==> config.mk <==
export PLATFORM = sky130hd
export DESIGN_NAME = loglms_to_lab
export DESIGN_NICKNAME = d
export VERILOG_FILES = /design/src/rtl/loglms_to_lab.sv
export SDC_FILE = /design/constraint.sdc
export NUM_CORES = 1
export LEC_CHECK = 0
export CAP_MARGIN = 20
export CORE_MARGIN = 8
export CORE_UTILIZATION = 45
export CTS_CLUSTER_DIAMETER = 200
export CTS_CLUSTER_SIZE = 40
export DETAILED_ROUTE_END_ITERATION = 10
export PLACE_DENSITY = 0.6
export SETUP_SLACK_MARGIN = 0.2
export SLEW_MARGIN = 5
export SYNTH_ARGS = -nofsm -noshare
export SYNTH_HDL_FRONTEND = slang
export SYNTH_SLANG_ARGS = --single-unit
==> constraint.sdc <==
create_clock -name i_clk -period 14.36 [get_ports i_clk]
set_input_delay 2.872 -clock i_clk [delete_from_list [all_inputs] [get_ports i_clk]]
set_output_delay 2.872 -clock i_clk [all_outputs]
set_load 0.02 [all_outputs]
==> src/rtl/loglms_to_lab.sv <==
// Log-domain LMS to l-alpha-beta decorrelating transform: three sums followed by
// three scaled products, all sharing one constant multiplier sequenced by an FSM.
module loglms_to_lab #(
  parameter int IW  = 16,
  parameter int CW  = 16,
  parameter int OW  = 20,
  parameter int C_L = 18919,
  parameter int C_A = 13378,
  parameter int C_B = 23170
) (
  input  logic          i_clk,
  input  logic          i_rst,
  input  logic          i_valid,
  output logic          o_ready,
  input  logic [IW-1:0] i_log_l,
  input  logic [IW-1:0] i_log_m,
  input  logic [IW-1:0] i_log_s,
  output logic          o_valid,
  input  logic          i_ready,
  output logic [OW-1:0] o_l,
  output logic [OW-1:0] o_a,
  output logic [OW-1:0] o_b
);

  // Handshake: a transfer happens on any rising edge where valid and ready are
  // both high; o_ready is high only in IDLE, and o_valid holds in OUT until i_ready.

  // Operand is signed IW+3 bits, coefficient a non-negative signed CW+1 bits.
  localparam int PW = IW + 3 + CW + 1;
  localparam int RW = PW - (CW - 1);

  localparam logic [CW-1:0] COEF_L = CW'(C_L);
  localparam logic [CW-1:0] COEF_A = CW'(C_A);
  localparam logic [CW-1:0] COEF_B = CW'(C_B);

  localparam logic signed [PW-1:0] HALF = {{(PW-CW+1){1'b0}}, 1'b1, {(CW-2){1'b0}}};
  localparam logic signed [OW-1:0] OUT_MAX = {1'b0, {(OW-1){1'b1}}};
  localparam logic signed [OW-1:0] OUT_MIN = {1'b1, {(OW-1){1'b0}}};

  typedef enum logic [2:0] {
    IDLE  = 3'd0,
    SUM   = 3'd1,
    MUL_L = 3'd2,
    MUL_A = 3'd3,
    MUL_B = 3'd4,
    OUT   = 3'd5
  } state_t;

  state_t state;

  logic [IW-1:0]          in_l;
  logic [IW-1:0]          in_m;
  logic [IW-1:0]          in_s;
  logic [IW+1:0]          s0;
  logic signed [IW+2:0]   s1;
  logic signed [IW+1:0]   s2;

  logic signed [IW+2:0]   mul_op;
  logic signed [CW:0]     mul_coef;
  logic signed [PW-1:0]   prod;
  logic signed [PW-1:0]   prod_rnd;
  logic signed [RW-1:0]   rnd;
  logic                   rnd_fits;
  logic signed [OW-1:0]   rnd_sat;

  assign o_ready = (state == IDLE);

  // The single multiplier: operand and coefficient are steered by the current state.
  always_comb begin
    mul_op   = '0;
    mul_coef = '0;
    case (state)
      MUL_L: begin
        mul_op   = {1'b0, s0};
        mul_coef = {1'b0, COEF_L};
      end
      MUL_A: begin
        mul_op   = s1;
        mul_coef = {1'b0, COEF_A};
      end
      MUL_B: begin
        mul_op   = {s2[IW+1], s2};
        mul_coef = {1'b0, COEF_B};
      end
      default: begin
        mul_op   = '0;
        mul_coef = '0;
      end
    endcase
  end

  // Round half up at full product width, then take the arithmetic shift by CW-1.
  always_comb begin
    prod     = PW'(mul_op) * PW'(mul_coef);
    prod_rnd = prod + HALF;
    rnd      = prod_rnd[PW-1:CW-1];
    rnd_fits = (&rnd[RW-1:OW-1]) | ~(|rnd[RW-1:OW-1]);
    if (rnd_fits) begin
      rnd_sat = rnd[OW-1:0];
    end else if (rnd[RW-1]) begin
      rnd_sat = OUT_MIN;
    end else begin
      rnd_sat = OUT_MAX;
    end
  end

  always_ff @(posedge i_clk) begin
    if (i_rst) begin
      state   <= IDLE;
      o_valid <= 1'b0;
      o_l     <= '0;
      o_a     <= '0;
      o_b     <= '0;
      in_l    <= '0;
      in_m    <= '0;
      in_s    <= '0;
      s0      <= '0;
      s1      <= '0;
      s2      <= '0;
    end else begin
      case (state)
        IDLE: begin
          if (i_valid) begin
            in_l  <= i_log_l;
            in_m  <= i_log_m;
            in_s  <= i_log_s;
            state <= SUM;
          end
        end
        SUM: begin
          s0    <= {2'b00, in_l} + {2'b00, in_m} + {2'b00, in_s};
          s1    <= $signed({3'b000, in_l}) + $signed({3'b000, in_m})
                   - $signed({2'b00, in_s, 1'b0});
          s2    <= $signed({2'b00, in_l}) - $signed({2'b00, in_m});
          state <= MUL_L;
        end
        MUL_L: begin
          o_l   <= rnd_sat;
          state <= MUL_A;
        end
        MUL_A: begin
          o_a   <= rnd_sat;
          state <= MUL_B;
        end
        MUL_B: begin
          o_b     <= rnd_sat;
          o_valid <= 1'b1;
          state   <= OUT;
        end
        OUT: begin
          if (i_ready) begin
            o_valid <= 1'b0;
            state   <= IDLE;
          end
        end
        default: begin
          state   <= IDLE;
          o_valid <= 1'b0;
        end
      endcase
    end
  end

endmodule

# After elaboration in Yosys (flattened, before gate mapping)
# Cells that the tools add are included.
[word_totals]
ff_bits = 167
out_inout_bits = 62
word_cells = 44
inputBits = 52
[classes]
add_sub_neg = 6
n_mul = 1
n_reduce_logical = 7
muxes = 9
bitwise_logic = 3
n_eq_ne = 7
[ops]
columns = ["op", "count"]
rows = [
  ["one-hot mux 19 bit (3 select lines)", 1],
  ["one-hot mux 15 bit (3 select lines)", 1],
  ["2-to-1 mux 20 bit", 2],
  ["adder 36 x 16 -> 36 bit (second input constant)", 1],
  ["multiplier 19 x 16 -> 35 bit", 1],
  ["adder 16 x 16 -> 17 bit", 2],
  ["adder 17 x 16 -> 18 bit", 1],
  ["one-hot mux 3 bit (6 select lines)", 1],
  ["subtractor 17 x 17 -> 18 bit", 1],
  ["subtractor 16 x 16 -> 17 bit", 1],
  ["AND reduction 2 bit", 4],
  ["== test 3 x 2 -> 1 bit (second input constant)", 2],
  ["== test 3 bit (second input constant)", 2],
  ["2-to-1 mux 3 bit", 2],
  ["!= test 2 bit (second input constant)", 2],
  ["OR reduction 4 bit", 1],
  ["== test 3 x 1 -> 1 bit (second input constant)", 1],
  ["logical NOT 3 bit", 1],
  ["one-hot mux 1 bit (3 select lines)", 1],
  ["inverter 1 bit", 2],
  ["OR reduction 2 bit", 1],
  ["2-to-1 mux 1 bit", 1],
  ["OR 1 bit", 1],
]

# Depth between registers and ports, before layout
[logic_depth]
ltp_word = 8
mapped_depth = 36
depth_no_buf = 33

# Least setup slack after synthesis
# No wires, ideal clock.
[synth_path]
path_type = "register to register"
startpoint = "register state[2]"
endpoint = "register o_a[10]"
setup_time_ps = 117
n_path_buf = 6
period_less_slack_ps = 9110
stages_incl_launch_ff = 30
path_slack_ps = 5250
required_time_ps = 14243
t_arrival_ps = 8993
cell_sequence = "dfxtp_1 > buf_2 > clkinv_1 > nor3_1 > clkbuf_1 > buf_1 > nand2_1 > fa_1 > inv_1 > fa_1 > fa_1 > fa_1 > fa_1 > inv_1 > fa_1 > inv_1 > ha_1 > clkbuf_1 > a21o_1 > a2111oi_0 > nand3b_1 > a311o_1 > mux2i_1 > or4_4 > or4_1 > buf_2 > or3_1 > buf_6 > o31a_1 > a22o_1"
[synth_between]
elab_chain_len = 8
elab_cells_between_ends = 13
cone_classes = "add/sub: 1; mul: 1; eq/ne: 3; mux: 4; bitwise: 2; reduce/logical: 2"
[synth_lines]
columns = ["element", "line_no", "rtl"]
rows = [
  ["from (decl)", "49", "state_t state;"],
  ["from (signal assigned)", "109", "state <= IDLE;"],
  ["from (signal assigned)", "127", "state <= SUM;"],
  ["from (signal assigned)", "135", "state <= MUL_L;"],
  ["== test 3 bit (tied with other cells)", "72", "case (state)"],
  ["one-hot mux 19 bit (3 select lines) or one-hot mux 15 bit (3 select lines) (tied branches)", "72", ""],
  ["multiplier 19 x 16 -> 35 bit", "94", "prod = PW'(mul_op) * PW'(mul_coef);"],
  ["adder 36 x 16 -> 36 bit", "95", "prod_rnd = prod + HALF;"],
  ["OR reduction 2 bit", "97", "rnd_fits = (&rnd[RW-1:OW-1]) | ~(|rnd[RW-1:OW-1]);"],
  ["inverter 1 bit", "97", ""],
  ["OR 1 bit", "97", ""],
  ["2-to-1 mux 20 bit", "98", "if (rnd_fits) begin"],
  ["to (signal assigned)", "142", "o_a <= rnd_sat;"],
  ["to (decl)", "21", "output logic [OW-1:0] o_a,"],
]
# Parallel ways exist; a longest one is shown, timed or not.
# A chain may end at the register's enable or synchronous reset.

# Worst setup path after layout
[layout_path]
startpoint = "register state[2]"
endpoint = "register o_b[3]"
[layout_between]
elab_chain_len = 8
elab_cells_between_ends = 13
cone_classes = "add/sub: 1; mul: 1; eq/ne: 3; mux: 4; bitwise: 2; reduce/logical: 2"
[layout_lines]
columns = ["element", "line_no", "rtl"]
rows = [
  ["== test 3 bit or == test 3 x 2 -> 1 bit (tied branches)", "72, 121", ""],
  ["one-hot mux 19 bit (3 select lines) or one-hot mux 15 bit (3 select lines) (tied branches)", "72", ""],
  ["multiplier 19 x 16 -> 35 bit", "94", ""],
  ["adder 36 x 16 -> 36 bit", "95", ""],
  ["OR reduction 2 bit", "97", ""],
  ["inverter 1 bit", "97", ""],
  ["OR 1 bit", "97", ""],
  ["2-to-1 mux 20 bit", "98", ""],
  ["to (signal assigned)", "146", "o_b <= rnd_sat;"],
  ["to (decl)", "22", "output logic [OW-1:0] o_b"],
]
# Parallel ways exist; a longest one is shown, timed or not.

==> metrics.cfg <==
[cells_and_area]
synthToLayoutAreaGrowth_pct = 12.88
mostFrequentLayoutCell = sky130_fd_sc_hd__inv_1
drive_gt1_share_pct = 3.163
antenna_cells = 0
final_nets = 2725
most-common-layout-cells = sky130_fd_sc_hd__inv_1 (415), sky130_fd_sc_hd__nand2_1 (301), sky130_fd_sc_hd__fa_1 (272), sky130_fd_sc_hd__a21oi_1 (183), sky130_fd_sc_hd__ha_1 (169)
filler_cell_count = 3913

[global_route]
grt_pass1_wl_um = 77220
groute.usage.overall_pct = 20.26
globalRouteOverflowTotal = 0
grt_max_degree = 72
grt_antenna_before_repair = 0
vias_in_the_first_global_route = 14972

[die]
count_of_standard_cell_rows = 74
coreArea_um2 = 40550
start_util_pct = 45.26
i_o_pin_count = 114
die_area_um2 = 47510
die-height_um = 218.0
die_w_um = 218.0

[timing]
timing.clock.skew_ps = 13.08
final-hold-violation-count = 0
final_max_slew_viol_count = 0
totalNegativeSetupSlack_ps = 0
grt_setup_unrepaired = no
max_clock_freq_ghz = 0.09398
worst_pin_slew_ps = 1098
setup_viol_count_final = 0
period_needed_ps = 10640
portion_of_the_clock_cycle_consumed_by_the_worst_path_in_the_final_layout_pct = 74.10
slew_headroom_pct = 26.26

[critical_path]
setup.worst_path.start_class = flip-flop
critPathMaxStageDelay_ps = 730
criticalPathCategory = flip-flop to flip-flop
worstSetupEndpointType = flip-flop
worstPathMaxFanout = 20
slowest_stage = sky130_fd_sc_hd__or3_1
critPathArrivalTime_ps = 10990
worstPathRequired_ps = 14710

[job]
timing.max_cap.violations = 0

[yosys]
post_synth_top_flop = sky130_fd_sc_hd__dfxtp_1
synth_simple_gate_area_share_pct = 13.82
synthesis.area_per_instance_um2 = 8.667
post_synth_mux_area_share_pct = 0.4362
yosys.area_share.xor_xnor_pct = 3.340
async_reset_ff_share_pct = 0
post_synth_instance_area_um2 = 18360
synth_compound_area_share_pct = 13.56
yosys_register_bits = 164
netlist_instances = 2118
yosysWarningCount = 0
synth_fa_ha_area_share_pct = 41.18
synth_edf_count = 0
yosysUniqueCellTypes = 70
main_combinational_cell_family_by_area_after_synthesis = adder cells
yosysSeqAreaShare_pct = 17.89

[clock_network]
cts_inserted_buffers = 17
cts.sinks = 164
post_cts_resize_count = 0
cts_htree_levels = 4
cts_hold_repair.buffers = 0
cts_max_path_buffers = 2
cts_tree = yes
postcts_setup_bufs = 0
clk_root_buffer_cell = sky130_fd_sc_hd__clkbuf_16
clock_latency_ps = 470
clock_transition_at_path_regs_ps = 80

[place]
routability_cong = 0.9030
placement.io_buffers = 113
dp_hpwl_um = 39080

[worst_hold_path]
hold_path_class = flip-flop to flip-flop

[power_and_ir_drop]
total_power_w = 0.002116
power-per-cell-area_nw_per_um2 = 102.1
power_leakage_nw = 10.34
ir_drop_v = 0.00008974

[outcome]
run_status = complete, no violations

[drt]
routed_via_density = 5.160
drt_iter0_drc = 731
totalWireLength_um = 46170
route.vias.total = 14330
detail-route-antenna-nets = 0
post-route-drc-count = 0
wl_per_cell_um = 16.62
drt-pass1-iter-count = 5

cells in the mapped netlist (all sizes together) (5+ instances only):
library cell,instances,area [µm²]
inv,415,1558
o21bai,6,45.04
or2,6,37.54
xor2,17,148.9
and2,23,143.9
a211oi,13,97.59
or4,6,48.80
o211ai,9,72.57
nor3b,6,50.05
nor2,87,326.6
clkbuf,46,172.7
xnor2,53,464.2
a31oi,7,43.79
nand2,301,1130
and3,15,93.84
o31ai,8,101.4
a21boi,5,37.54
nor3,34,170.2
mux2i,8,80.08
a21oi,183,915.9
nor4,7,50.05
a21o,18,135.1
o21ai,83,415.4
o31a,8,70.07
buf,9,52.54
nand4,9,56.30
nand3,18,90.09
fa,272,5445
o21a,7,52.55
dfxtp,164,3283
ha,169,2115
a22o,23,201.4
a2111oi,5,50.04
nor2b,14,95.09
or3,15,93.84
nand2b,8,50.05
stage by stage:
step / utilization (%) / setup WS (ps) / instances / hold WS, ps / instance area, µm²
final: 51.10 / 3719 / 2777 / 449.3 / 20720
after global routing: 51.10 / 3283 / 2777 / 471.1 / 20720
after CTS: 51.05 / 3847 / 2774 / 452.0 / 20700
after detailed placement: 49.59 / 3884 / 2742 / 441.8 / 20110
after global placement: 49.59 / 4112 / 2742 / 438.7 / 20110
after floorplan: - / 5250 / 2141 / 427.3 / 18440
path summary, 6_finish.rpt:
path / start / to / slack, ps / cells after the start
hold / removal: o_l[6] / o_l[6] / 450 / 2
setup / recovery: state[2] / o_b[3] / 3720 / 29
setup reg to reg: state[2] / o_b[3] / 3720 / 29
hold reg to reg: o_l[6] / o_l[6] / 450 / 2
power breakdown:
| group | switching (W) | leakage (nW) | internal [W] |
|---|---|---|---|
| Sequential | 0.0000370 | 1.33 | 0.000497 |
| Clock | 0.000231 | 0.281 | 0.000232 |
| Combinational | 0.000669 | 8.72 | 0.000449 |
| Total | 0.000937 | 10.3 | 0.00118 |
worst max-delay path, delay by kind of cell (launching register included):
family	cells	cell delay, ps
simple gates	9	3850
fa+ha+maj	7	3190
compound gates	5	1810
buf+inv	7	920
flops	1	510
mux	1	200
logic make-up after synthesis:
| group | count (synthesis) |
|---|---|
| AO/OA/AOI/OAI | 402 |
| XOR/XNOR | 70 |
| adder cells (fa/ha/maj) | 441 |
| buffers and inverters | 471 |
| flip-flops | 164 |
| multiplexers | 8 |
| other | 2 |
| AND/OR/NAND/NOR | 560 |
area by class of cell:
class                   instances  area, µm²  share of cell area (%)
clock buffers                  17      425.4                   2.053
multi-input cells            1506      13390                   64.61
inverters                     416       1562                   7.536
clock inverters                15      166.4                  0.8031
flip-flops and latches        164       3283                   15.84
well taps                     532      665.6                   3.212
repair buffers                127       1231                   5.942
flip-flops by register name, indices dropped and copies added, names as in the netlist:
signal   count
in_l        16
in_m        16
in_s        16
o_a         20
o_b         20
o_l         20
o_valid      1
s0          18
s1          18
s2          16
state        3
per-layer routing:
layer  track usage [%]  share of wire [%]  vias to the layer above
met2             34.30                 49                      248
li1                  -                  -                     7014
met5                 0                  0                        -
met3             2.358                3.4                       42
met4             5.620                1.9                        0
met1             27.13                 46                     7026
Note: power is estimated with default switching activity, not from simulation.
